<file path="config.mk">
export PLATFORM = sky130hd
export DESIGN_NAME = imem_fetch
export DESIGN_NICKNAME = d
export VERILOG_FILES = /design/src/rtl/imem_fetch.sv
export SDC_FILE = /design/constraint.sdc
export NUM_CORES = 1
export LEC_CHECK = 0
export ABC_AREA = 1
export CORE_MARGIN = 8
export CORE_UTILIZATION = 45
export CTS_BUF_LIST = sky130_fd_sc_hd__clkbuf_16
export DETAILED_ROUTE_END_ITERATION = 10
export GPL_ROUTABILITY_DRIVEN = 0
export GPL_TIMING_DRIVEN = 0
export PLACE_DENSITY = 0.76
export SYNTH_ARGS = -nofsm -noshare
export SYNTH_HDL_FRONTEND = slang
export SYNTH_SLANG_ARGS = --single-unit
</file>
<file path="constraint.sdc">
create_clock -name clk -period 2 [get_ports clk]
set_input_delay 0.3 -clock clk [delete_from_list [all_inputs] [get_ports clk]]
set_output_delay 0.3 -clock clk [all_outputs]
set_load 0.03 [all_outputs]
</file>
<file path="src/rtl/imem_fetch.sv">
// Instruction-fetch initiator: drives ROM word addresses, buffers {pc, inst} pairs for decode, and flushes on redirect.
// Optional macro IMEM_FETCH_BYPASS_EN forwards the ROM response straight to decode when the buffer is empty.
module imem_fetch #(
    parameter int          DEPTH    = 4,
    parameter logic [29:0] RESET_PC = 30'h0
) (
    input  logic        clk,
    input  logic        rst,
    output logic [29:0] addr,
    input  logic [31:0] inst,
    input  logic        redirect,
    input  logic [29:0] redirect_pc,
    output logic        fe_valid,
    input  logic        fe_ready,
    output logic [31:0] fe_inst,
    output logic [29:0] fe_pc
);
    localparam int          PW      = (DEPTH > 1) ? $clog2(DEPTH) : 1;
    localparam int          CW      = PW + 1;
    localparam logic [CW:0] DEPTH_C = (CW + 1)'(DEPTH);

    logic [29:0]   fetch_pc_q, fetch_pc_d;
    logic          pend_v_q, pend_v_d;
    logic [29:0]   pend_pc_q, pend_pc_d;
    logic [CW-1:0] count_q, count_d;
    logic [PW-1:0] head_q, head_d;
    logic [PW-1:0] tail_q, tail_d;
    logic [29:0]   buf_pc_q   [DEPTH];
    logic [31:0]   buf_inst_q [DEPTH];

    logic          issue;
    logic          push;
    logic          pop;
    logic          bypass;
    logic          buf_nonempty;
    logic [CW:0]   credit;

    assign addr         = redirect ? redirect_pc : fetch_pc_q;
    assign buf_nonempty = (count_q != '0);

    // Credit ignores a same-cycle pop so an in-flight response always has a free slot.
    assign credit = {1'b0, count_q} + {{CW{1'b0}}, pend_v_q};
    assign issue  = redirect || (credit < DEPTH_C);

`ifdef IMEM_FETCH_BYPASS_EN
    assign bypass = !buf_nonempty && pend_v_q && !redirect;
`else
    assign bypass = 1'b0;
`endif

    assign fe_valid = buf_nonempty || bypass;
    assign fe_inst  = bypass ? inst      : buf_inst_q[head_q];
    assign fe_pc    = bypass ? pend_pc_q : buf_pc_q[head_q];

    assign pop  = buf_nonempty && fe_ready;
    assign push = pend_v_q && !redirect && !(bypass && fe_ready);

    always_comb begin
        fetch_pc_d = fetch_pc_q;
        pend_v_d   = 1'b0;
        pend_pc_d  = pend_pc_q;
        count_d    = count_q;
        head_d     = head_q;
        tail_d     = tail_q;

        if (issue) begin
            pend_v_d   = 1'b1;
            pend_pc_d  = addr;
            fetch_pc_d = addr + 30'd1;
        end

        if (redirect) begin
            count_d = '0;
            head_d  = '0;
            tail_d  = '0;
        end else begin
            if (push) begin
                tail_d = tail_q + PW'(1);
            end
            if (pop) begin
                head_d = head_q + PW'(1);
            end
            case ({push, pop})
                2'b10:   count_d = count_q + CW'(1);
                2'b01:   count_d = count_q - CW'(1);
                default: count_d = count_q;
            endcase
        end
    end

    always_ff @(posedge clk or negedge rst) begin
        if (!rst) begin
            fetch_pc_q <= RESET_PC;
            pend_v_q   <= 1'b0;
            pend_pc_q  <= '0;
            count_q    <= '0;
            head_q     <= '0;
            tail_q     <= '0;
        end else begin
            fetch_pc_q <= fetch_pc_d;
            pend_v_q   <= pend_v_d;
            pend_pc_q  <= pend_pc_d;
            count_q    <= count_d;
            head_q     <= head_d;
            tail_q     <= tail_d;
        end
    end

    // Storage is cleared on reset so an empty buffer presents pc 0 / inst 0.
    always_ff @(posedge clk or negedge rst) begin
        if (!rst) begin
            for (int i = 0; i < DEPTH; i++) begin
                buf_pc_q[i]   <= '0;
                buf_inst_q[i] <= '0;
            end
        end else if (push) begin
            buf_pc_q[tail_q]   <= pend_pc_q;
            buf_inst_q[tail_q] <= inst;
        end
    end

endmodule

</file>
==> results of run 1 <==
==> metrics by stage <==
step	setup slack [ns]	hold WS, ns	total power [mW]	setup TNS (ns)
2_1_floorplan	0.00401	0.00441	17.7	0
3_3_place_gp	-12.67	0.461	22.3	-4143.30
3_5_place_dp	-1.07	0.327	22.7	-160.93
4_1_cts	-0.212	0.379	31.7	-10.16
5_1_grt	-0.290	0.424	34.1	-13.32
6_report	-0.287	0.369	32.5	-12.08
==> power groups by stage <==
stage	clock network [mW]	registers, mW	logic, mW
2_1_floorplan	0	10.2	7.49
3_3_place_gp	0	10.5	11.8
3_5_place_dp	0	10.6	12.1
4_1_cts	6.51	10.8	14.4
5_1_grt	6.81	11.3	16.0
6_report	6.55	11.0	14.9
==> path summary, 6_finish.rpt <==
kind	start	to	slack, ns	depth (start not counted)
setup reg to reg	pend_v_q	buf_pc_q[82]	0.06	8
hold reg to reg	buf_inst_q[57]	buf_inst_q[57]	0.48	2
hold / removal	rst	buf_inst_q[10]	0.37	2
min in group clk	redirect	head_q[1]	0.40	4
max in group asynchronous	rst	buf_pc_q[76]	0.56	3
setup / recovery	head_q[0]	fe_inst[28]	-0.29	6
==> placed cells by master, fill, tap and decap left out, types with 6 or more instances in the layout <==
cell                              count
sky130_fd_sc_hd__clkbuf_8            16
sky130_fd_sc_hd__clkdlybuf4s15_2     10
sky130_fd_sc_hd__nand3_1             33
sky130_fd_sc_hd__o211ai_1             6
sky130_fd_sc_hd__o22ai_1             21
sky130_fd_sc_hd__o21ai_1             47
sky130_fd_sc_hd__clkbuf_16           51
sky130_fd_sc_hd__inv_1               90
sky130_fd_sc_hd__nand2_4             23
sky130_fd_sc_hd__clkbuf_1            29
sky130_fd_sc_hd__o21ai_0            326
sky130_fd_sc_hd__clkbuf_4            12
sky130_fd_sc_hd__nor2_1             111
sky130_fd_sc_hd__a21oi_1             11
sky130_fd_sc_hd__dfrtp_1            313
sky130_fd_sc_hd__nor2_2              40
sky130_fd_sc_hd__o22ai_4             11
sky130_fd_sc_hd__buf_6               43
sky130_fd_sc_hd__nand4_1              9
sky130_fd_sc_hd__buf_2               43
sky130_fd_sc_hd__clkinv_1             6
sky130_fd_sc_hd__nand2_2             33
sky130_fd_sc_hd__o22ai_2             30
sky130_fd_sc_hd__clkdlybuf4s50_1     63
sky130_fd_sc_hd__buf_12               6
sky130_fd_sc_hd__nand2_1            409
sky130_fd_sc_hd__o21ai_4              8
sky130_fd_sc_hd__o21ai_2             26
sky130_fd_sc_hd__nor2_4              28
sky130_fd_sc_hd__buf_4               41
==> sequential cells by signal, indices dropped and copies added (netlist names) <==
| name | flops |
|---|---|
| buf_inst_q | 128 |
| pend_pc_q | 30 |
| head_q | 2 |
| buf_pc_q | 120 |
| pend_v_q | 1 |
| tail_q | 2 |
| fetch_pc_q | 30 |
| count_q | 3 |
==> final cells by class <==
class	instances	share of cell area (%)
Timing Repair Buffer	188	10.2
Clock inverter	23	1.22
Inverter	88	1.75
Clock buffer	36	4.64
Multi-Input combinational cell	1202	33.9
Tap cell	408	2.63
Buffer	110	4.90
Sequential cell	316	40.7
==> metal layers <==
layer	GRT usage, %	part of all wire, %	wire length, µm	vias to the layer above
met3	6.37	11	5320	209
met4	13.4	4.6	2280	0
li1	-	-	-	6116
met2	40.9	47	22900	896
met5	0	0	0	-
met1	31.8	38	18700	6714
==> cell families (layout without fill, tap and decap cells) <==
kind of cell,count (synthesis),in the layout,share of synthesized area (%)
buf+inv,200,445,5.82
mux,1,1,0.0688
fa+ha+maj,6,6,0.568
compound gates,493,493,17.8
flops,316,316,54.4
simple gates,696,696,21.0
xor+xnor,6,6,0.361
==> repair_timing <==
item | 4_1_cts | 5_1_grt
setup endpoints to repair | 94 | 127
hold buffers | 1 | 0
gates cloned | 14 | 1
pin swaps | 43 | 10
endpoints found under the hold margin | 79 | 0
resized for setup | 851 | 76
buffers inserted | 8 | 4
==> implementation parameters, run 1 <==
Parameter                              Value

Final layout
  Filler cell count    2,585
  Nets@finish    2,013
  Layout cell share with drive strength beyond 1    23.6%
  Final Cell Area    ~20,000 µm²
  Layout overhead on the synthesized area    33.6%
  Antenna cells    0
  Combined area of the multi-input logic cells    6590 µm²
  Final Non-Filler Cells    approximately 2,400
  Post-layout util    60.3%
  Register cell area after layout    7910 µm²

Yosys
  Top FF cell, synth    sky130_fd_sc_hd__dfrtp_1
  Top cell type's share of synthesized area    54.4%
  Register bit total from synthesis    approximately 320
  Most repeated cell in the gate-level netlist after synthesis    sky130_fd_sc_hd__nand2_1
  Syn Area/Cell    8.47 µm²
  Top cells by instance count after synthesis    sky130_fd_sc_hd__nand2_1 (417), sky130_fd_sc_hd__o21ai_0 (404), sky130_fd_sc_hd__dfrtp_1 (316), sky130_fd_sc_hd__nor2_1 (164), sky130_fd_sc_hd__inv_1 (83)
  Net count of the mapped netlist    1,790
  Number of enable flip-flop cells after synthesis    0
  Fraction of registers with async set/reset    100%
  Leading post-synthesis cells by cell area    sky130_fd_sc_hd__dfrtp_1 (54%), sky130_fd_sc_hd__o21ai_0 (14%), sky130_fd_sc_hd__nand2_1 (11%)
  Sequential share of the synthesized area    54.4%
  Synth unique cells    39
  Post-Syn Instances    1,718
  Combined area of all synthesized cells    14,500 µm²
  Cell type with the largest total area after synthesis    sky130_fd_sc_hd__dfrtp_1
  Synthesis Warnings    0

Status
  Status    finished with violations
  Violated checks    setup timing

Global route
  Initial antenna violation count    0
  Pin count of the biggest net entering global routing    about 120
  Gr usage total    25.6%
  Number of global-route vias before repair    14,600
  Global-route wire length before repair    79,300 µm
  Overall overflow remaining after global route    0

Place
  Post-Place Cell Area    16,700 µm²
  Total half-perimeter wirelength after legalization and detailed placement    30,400 µm
  Total placed cells including tap cells    2,286
  Count of buffers inserted at the top-level ports    158

Clock tree
  Clock input transition at the sequential cells of the worst setup and hold paths    0.07 ns
  Number of buffers created by CTS    35
  Clock buffer depth    3
  CTS tree    yes
  Sinks on the clock net    316
  CTS HTree Levels    2
  Master cell of the clock root buffer    sky130_fd_sc_hd__clkbuf_16
  Insertion delay of the later-clocked pin in the worst-skew pair    approximately 0.54 ns

Critical path
  CP max FO    6
  Buffer and inverter count on the worst path    4
  Critical path required time    1.70 ns
  Crit Path Category    flip-flop to output port
  Library cell appearing most often on the critical path    sky130_fd_sc_hd__clkbuf_8
  Data arrival time of the critical path    1.99 ns
  Critical Path Source Type    flip-flop
  Kind of end point of the critical path    output port
  Critical Path, Cell by Cell    inv_6 > clkbuf_8 > clkbuf_8 > o21ai_0 > o22ai_2 > buf_6
  CP peak stage delay    roughly 0.48 ns
  Cell type group with the largest total delay on the critical path    buffers and inverters
  Slowest CP cell    sky130_fd_sc_hd__dfrtp_2

Flow run
  Count of max-cap constraint violations    0

Power
  Portion of total power attributed to combinational logic    46.0%
  Peak ir drop on the vdd network    a little over 0.7 mV
  Share of total power in sequential cells    33.9%
  Power density over the cells    1670 nW/µm²
  Internal portion of total power    18.8 mW
  Net switching power    13.7 mW
  Part of the power in the clock network    20.2%
  Leakage power    slightly above 9 nW
  Switching part of the total power    42.1%

Detailed routing
  Overall via count from detail_route    13,900
  Final routed wire length divided by cell count    between 20 and 25 µm
  Total length of routed wires    49,200 µm
  Remaining number of nets flagged by the antenna check after routing    0
  Via density per instance    5.88
  First-pass DRT Iterations    5
  DRC violations left    0
  Drt first-iter violations    around 1,400

STA
  Setup violators final    just over 60
  Worst-case clock skew    about 0.035 ns
  Number of pins with negative max-slew slack in the final report    0
  Period utilisation layout    114%
  Post-route setup slack    -0.287 ns
  Rel. slew slack    55.0%
  Highest attainable clock frequency    437 MHz
  Hold Violations, Final    0
  Pin slew with the least headroom to its limit    0.675 ns
  Setup repair after global routing missed its margin    yes
  Fin crit period    2.29 ns

Floorplan
  Initial cell density of the core    about 45%
  Core area    32,200 µm²
  Count of standard-cell rows    66
  I/O pin cnt    159
  Chip Width    just under 200 µm
  Die Outline Area    about 38,000 µm²
  Die Height    196 µm

Hold path
  Class of the tightest hold or removal check    input port to async pin
Note: power is estimated with default switching activity, not from simulation.
==> run 2, diff against run 1 <==
==> constraint.sdc (replaced) <==
create_clock -name clk -period 2 [get_ports clk]
set_input_delay 0.2 -clock clk [delete_from_list [all_inputs] [get_ports clk]]
set_output_delay 0.2 -clock clk [all_outputs]
set_load 0.03 [all_outputs]
==> run 2 against run 1 <==
  * The run still ends with setup timing left
  * Critical path type unchanged
  * Flip-flop and latch count is the same
  * Non-clock buffer count grew 26
  * Sequential power is essentially flat
  * Global-route usage grew 1.3 points
  * Die area is the same
  * Register-to-register slack lost 0.11 ns
  * Design area grew 5.4%
  * Sequential share of layout area shrank 2.1 points
  * Highest routed layer unchanged
==> implementation parameters, run 2 (synthesized netlist as in run 1, its figures left out) <==
Parameter                              Value

Final layout
  Nets@finish    2,039 (+1.3%)
  Most common cell after layout, fill and taps aside    sky130_fd_sc_hd__nand2_1
  Layout cell share with drive strength beyond 1    26.9% (+3.3 points)
  Final Non-Filler Cells    2,398 (+1.1%)
  Largest register FFs    128 (unchanged)
  Most frequent cells in the layout    sky130_fd_sc_hd__nand2_1 (412), sky130_fd_sc_hd__o21ai_0 (323), sky130_fd_sc_hd__dfrtp_1 (313)
  Registers with the most flip-flops    buf_inst_q x128, buf_pc_q x120
  Post-layout util    63.6% (+3.3 points)
  Final Cell Area    20,500 µm² (+5.4%)
  Filler cell count    2,353 (-9.0%)
  Register containing the most flip-flops in the final layout    buf_inst_q
  Layout overhead on the synthesized area    40.8%

Critical path
  Critical path required time    1.80 ns (+0.10 ns)
  Data arrival time of the critical path    2.00 ns (about the same)
  Crit Path Category    flip-flop to output port
  Kind of end point of the critical path    output port
  Critical Path Source Type    flip-flop
  CP max FO    8 (+2)

Clock tree
  Clock buffer depth    3 (unchanged)
  Insertion delay of the later-clocked pin in the worst-skew pair    0.54 ns (about the same)
  Clock input transition at the sequential cells of the worst setup and hold paths    0.06 ns (about the same)
  CTS HTree Levels    2 (unchanged)
  Sinks on the clock net    316 (unchanged)
  CTS tree    yes
  Master cell of the clock root buffer    sky130_fd_sc_hd__clkbuf_16
  Number of buffers created by CTS    35 (unchanged)

Status
  Violated checks    setup timing
  Status    finished with violations

Floorplan
  Count of standard-cell rows    66 (unchanged)
  Die Outline Area    38,300 µm² (unchanged)
  Initial cell density of the core    45.2% (unchanged)
  Die Height    196 µm (unchanged)
  Core area    32,200 µm² (unchanged)
  I/O pin cnt    159 (unchanged)
  Chip Width    196 µm (unchanged)

Place
  Total placed cells including tap cells    2,286 (unchanged)
  Post-Place Cell Area    16,700 µm² (unchanged)
  Count of buffers inserted at the top-level ports    158 (unchanged)
  Post-Place Worst Slack    -0.966 ns (+0.100 ns)
  Total half-perimeter wirelength after legalization and detailed placement    30,400 µm (unchanged)

Power
  Power density over the cells    1710 nW/µm² (+2.0%)
  Total power after layout    34.9 mW (+7.5%)
  Leakage power    9.45 nW (+3.9%)
  Peak ir drop on the vdd network    0.767 mV (+8.6%)

Hold path
  Class of the tightest hold or removal check    input port to async pin

STA
  Accumulated negative setup slack    -7.81 ns (+4.27 ns)
  Rel. slew slack    53.6% (-1.4 points)
  Fin crit period    2.20 ns (-0.0872 ns)
  Period utilisation layout    110% (-4.4 points)
  Setup violators final    61 (-1.6%)
  Post-route setup slack    -0.200 ns (+0.0872 ns)
  Worst-case clock skew    0.0342 ns (-0.000985 ns)
  Highest attainable clock frequency    455 MHz (+4.0%)
  Worst hold margin    0.259 ns (-0.110 ns)
  Pin slew with the least headroom to its limit    0.696 ns (+0.0212 ns)
  Number of pins with negative max-slew slack in the final report    0 (unchanged)
  Setup repair after global routing missed its margin    yes
  Hold Violations, Final    0 (unchanged)

Global route
  Global-route wire length before repair    83,000 µm (+4.6%)
  Gr usage total    26.9% (+1.3 points)
  Overall overflow remaining after global route    0 (unchanged)
  Number of global-route vias before repair    15,200 (+4.2%)
  Pin count of the biggest net entering global routing    124 (unchanged)
  Initial antenna violation count    1 (+1)

Detailed routing
  DRC violations left    0 (unchanged)
  Total length of routed wires    54,500 µm (+11%)
  Via density per instance    6.09 (+3.7%)
  First-pass DRT Iterations    7 (+2)
  Overall via count from detail_route    14,600 (+4.9%)
  Final routed wire length divided by cell count    22.7 µm (+9.4%)
  Drt first-iter violations    1,491 (+8.0%)
  Remaining number of nets flagged by the antenna check after routing    0 (unchanged)

Flow run
  Count of max-cap constraint violations    0 (unchanged)
## run 2: layout make-up
class	count	area [µm²]	area share (%)
sequential	316	7910	38.6
multi-input combinational	1202	7120	34.8
timing repair buffer	216	2430	11.9
buffer	108	1020	4.98
clock buffer	36	901	4.40
tap	408	510	2.49
inverter	88	348	1.70
clock inverter	23	238	1.16
antenna	1	2.50	0.0122
## run 2: worst max-delay path, stage by stage, from the launching register on
cell and delay, ns:
sky130_fd_sc_hd__dfrtp_2 0.46, sky130_fd_sc_hd__buf_6 0.15, sky130_fd_sc_hd__clkbuf_16 0.17, sky130_fd_sc_hd__buf_8 0.14
sky130_fd_sc_hd__clkbuf_16 0.16, sky130_fd_sc_hd__nor2_4 0.12, sky130_fd_sc_hd__o22ai_4 0.10, sky130_fd_sc_hd__buf_6 0.16
## run 2: what timing repair did
item                                   in CTS  in global routing
gates cloned                               17                  1
endpoints found under the hold margin      79                  0
setup endpoints to repair                  94                118
hold buffers                                1                  0
pin swaps                                  87                 38
setup buffers                              29                 11
resized for setup                         900                143
## run 2: worst paths after layout
check                           cells after the start  slack (ns)           start        endpoint
worst max-delay path                                7       -0.20       head_q[0]      fe_inst[2]
worst min-delay path                                2        0.26             rst  buf_inst_q[45]
worst max register to register                      7       -0.05       tail_q[0]  buf_inst_q[36]
worst min register to register                      2        0.48  buf_inst_q[54]  buf_inst_q[54]
max in group asynchronous                           3        0.63             rst    buf_pc_q[24]
min in group clk                                    3        0.30        inst[11]  buf_inst_q[11]
## run 2: metal layers
metal	global-route usage (%)	vias to the layer above	wire length, µm
met5	0	-	0
met4	15.0	0	3180
met3	6.84	296	5990
met2	43.9	1097	25500
met1	32.4	7039	19800
li1	-	6179	-
## run 2: where the power goes
part	total, mW	internal (mW)	switching [mW]
Sequential	11.3	9.18	2.17
Clock	6.61	3.90	2.71
Combinational	17.0	6.86	10.1
Total	34.9	19.9	15.0
==> run 3, diff against run 2 <==
--- a/config.mk
+++ b/config.mk
@@ -13,6 +13,7 @@
 export GPL_ROUTABILITY_DRIVEN = 0
 export GPL_TIMING_DRIVEN = 0
 export PLACE_DENSITY = 0.76
+export SLEW_MARGIN = 20
 export SYNTH_ARGS = -nofsm -noshare
 export SYNTH_HDL_FRONTEND = slang
 export SYNTH_SLANG_ARGS = --single-unit
==> run 3 against run 2 <==
  * The flow still finishes with violations (setup timing)
  * First-iteration DRC count down 8.0%
  * Clock power down 7.7%
  * Clock-buffer cell count down 1
  * Sequential share of layout area up 0.81 points
  * Hold slack worse by 0.15 ns
  * Design area down 2.1%
  * Non-clock buffer count down 11
  * Final cell count down 0.33%
  * Register-to-register slack worse by 0.02 ns
  * Setup slack better by 0.011 ns
  * Highest routed layer is now met5
==> implementation parameters, run 3 (synthesized netlist as in run 1, its figures left out) <==
Parameter                              Value

Detailed routing
  Overall via count from detail_route    14,400 (-1.4%)
  Highest metal used    met5
  Remaining number of nets flagged by the antenna check after routing    0 (unchanged)
  Final routed wire length divided by cell count    21.8 µm (-4.2%)
  Met1 wire length    19,200 µm (-3.4%)
  Detailed-routed wire length on met3    5480 µm (-8.6%)
  DRC violations left    0 (unchanged)
  First-pass DRT Iterations    7 (unchanged)
  Routed length on met2    24,500 µm (-3.8%)
  Total length of routed wires    52,000 µm (-4.5%)
  Drt first-iter violations    1,371 (-8.0%)
  Via density per instance    6.03 (-1.1%)

Floorplan
  Chip Width    196 µm (unchanged)
  Count of standard-cell rows    66 (unchanged)
  Die Outline Area    38,300 µm² (unchanged)
  Initial cell density of the core    45.2% (unchanged)
  I/O pin cnt    159 (unchanged)
  Core area    32,200 µm² (unchanged)
  Die Height    196 µm (unchanged)

Clock tree
  Insertion delay of the later-clocked pin in the worst-skew pair    0.53 ns (about the same)
  Clock buffer depth    3 (unchanged)
  Master cell of the clock root buffer    sky130_fd_sc_hd__clkbuf_16
  Clock input transition at the sequential cells of the worst setup and hold paths    0.07 ns (about the same)
  CTS tree    yes
  Number of buffers created by CTS    35 (unchanged)
  Sinks on the clock net    316 (unchanged)
  CTS HTree Levels    2 (unchanged)

Final layout
  Register containing the most flip-flops in the final layout    buf_inst_q
  Filler cell count    2,421 (+2.9%)
  Layout cell share with drive strength beyond 1    27.0% (+0.15 points)
  Nets@finish    2,028 (-0.54%)
  Largest register FFs    128 (unchanged)
  Final Non-Filler Cells    2,390 (-0.33%)
  Final Cell Area    20,100 µm² (-2.1%)
  Layout overhead on the synthesized area    37.9%
  Registers with the most flip-flops    buf_inst_q x128, buf_pc_q x120
  Most common cell after layout, fill and taps aside    sky130_fd_sc_hd__nand2_1
  Most frequent cells in the layout    sky130_fd_sc_hd__nand2_1 (412), sky130_fd_sc_hd__dfrtp_1 (313), sky130_fd_sc_hd__o21ai_0 (291)
  Antenna cells    0 (-1)

Global route
  Number of global-route vias before repair    14,800 (-2.9%)
  Overall overflow remaining after global route    0 (unchanged)
  Pin count of the biggest net entering global routing    103 (-17%)
  Gr usage total    26.2% (-0.78 points)
  Initial antenna violation count    1 (unchanged)
  Global-route wire length before repair    80,500 µm (-3.0%)

Hold path
  Class of the tightest hold or removal check    input port to async pin

Power
  Internal portion of total power    18.9 mW (-5.1%)
  Switching part of the total power    43.6% (+0.69 points)
  Peak ir drop on the vdd network    0.883 mV (+15%)
  Net switching power    14.7 mW (-2.4%)
  Share of total power in sequential cells    33.5% (+1.0 points)
  Part of the power in the clock network    18.2% (-0.7 points)
  Leakage power    9.28 nW (-1.8%)
  Power density over the cells    1670 nW/µm² (-1.9%)
  Total power after layout    33.6 mW (-3.9%)
  Portion of total power attributed to combinational logic    48.3% (-0.3 points)

STA
  Accumulated negative setup slack    -6.63 ns (+1.17 ns)
  Hold Violations, Final    0 (unchanged)
  Fin crit period    2.19 ns (-0.0111 ns)
  Worst-case clock skew    0.0274 ns (-0.00685 ns)
  Number of pins with negative max-slew slack in the final report    0 (unchanged)
  Rel. slew slack    57.9% (+4.4 points)
  Pin slew with the least headroom to its limit    0.631 ns (-0.0654 ns)
  Highest attainable clock frequency    457 MHz (+0.51%)
  Period utilisation layout    109% (-0.56 points)
  Setup repair after global routing missed its margin    yes
  Setup violators final    65 (+6.6%)
  Post-route setup slack    -0.189 ns (+0.0111 ns)
  Worst hold margin    0.113 ns (-0.146 ns)

Flow run
  Count of max-cap constraint violations    0 (unchanged)

Critical path
  CP max FO    10 (+2)
  Critical path required time    1.80 ns (about the same)
  R2R cell count    7 (unchanged)
  Kind of end point of the critical path    output port
  Data arrival time of the critical path    1.99 ns (about the same)
  Critical Path Source Type    flip-flop
  Crit Path Category    flip-flop to output port

Status
  Status    finished with violations
  Violated checks    setup timing

Place
  Count of buffers inserted at the top-level ports    158 (unchanged)
  Post-Place Cell Area    16,700 µm² (+0.16%)
  Total half-perimeter wirelength after legalization and detailed placement    30,400 µm (about the same)
  Total placed cells including tap cells    2,287 (+0.044%)
## run 3: cell types whose count changed in the layout (fill, tap and decap cells not counted), sizes merged
cell and delta:
bufinv -4, clkbuf -9, inv -3, clkinv +10, buf -2, clkinvlp +2
diode -1, clkdlybuf4s15 -1
## run 3: path summary, 6_finish.rpt
path / start / end / slack [ns]
worst max-delay path: head_q[1] / fe_pc[28] / -0.19
worst min-delay path: rst / buf_inst_q[78] / 0.11
worst max register to register: tail_q[0] / buf_inst_q[33] / -0.07
worst min register to register: buf_pc_q[48] / buf_pc_q[48] / 0.48
max in group asynchronous: rst / buf_pc_q[105] / 0.63
min in group clk: inst[8] / buf_inst_q[40] / 0.30
## run 3: cell type report
| class | instances | area, µm² | area share (%) |
|---|---|---|---|
| multi-input combinational | 1202 | 6990 | 34.9 |
| timing repair buffer | 203 | 2250 | 11.2 |
| tap | 408 | 510 | 2.54 |
| inverter | 88 | 340 | 1.70 |
| buffer | 110 | 998 | 4.98 |
| clock inverter | 28 | 181 | 0.904 |
| clock buffer | 35 | 876 | 4.37 |
| sequential | 316 | 7910 | 39.4 |
## run 3: per-stage QoR
step | worst slack [ns] | utilization [%]
after floorplan | 0.00401 | -
after global placement | -12.57 | 51.7
after detailed placement | -0.980 | 52.0
after CTS | -0.175 | 61.3
after global routing | -0.191 | 62.3
final | -0.189 | 62.3
## run 3: worst max-delay path: stages (launching register included)
cell and delay (ns):
sky130_fd_sc_hd__dfrtp_2 0.57, sky130_fd_sc_hd__buf_4 0.20, sky130_fd_sc_hd__clkbuf_8 0.19, sky130_fd_sc_hd__o21ai_1 0.10
sky130_fd_sc_hd__o22ai_2 0.25, sky130_fd_sc_hd__buf_6 0.17
## run 3: power by group through the flow
stage	clock network (mW)	registers, mW	logic, mW
4_1_cts	6.03	10.9	15.2
3_3_place_gp	0	10.5	11.8
3_5_place_dp	0	10.6	12.1
5_1_grt	6.35	11.5	17.2
6_report	6.10	11.3	16.2
2_1_floorplan	0	10.2	7.49
## run 3: per-layer routing
layer / up-vias / global-route usage (%)
li1: 6152 / -
met1: 6991 / 31.9
met2: 1011 / 42.4
met3: 245 / 6.07
met4: 2 / 14.8
met5: - / 0
## run 3: repair_timing
action,in CTS,in global routing
endpoints found under the hold margin,215,0
hold buffers,1,0
cloned,14,0
buffers inserted,25,6
setup endpoints to repair,94,95
resized for setup,878,175
pin swaps,58,26
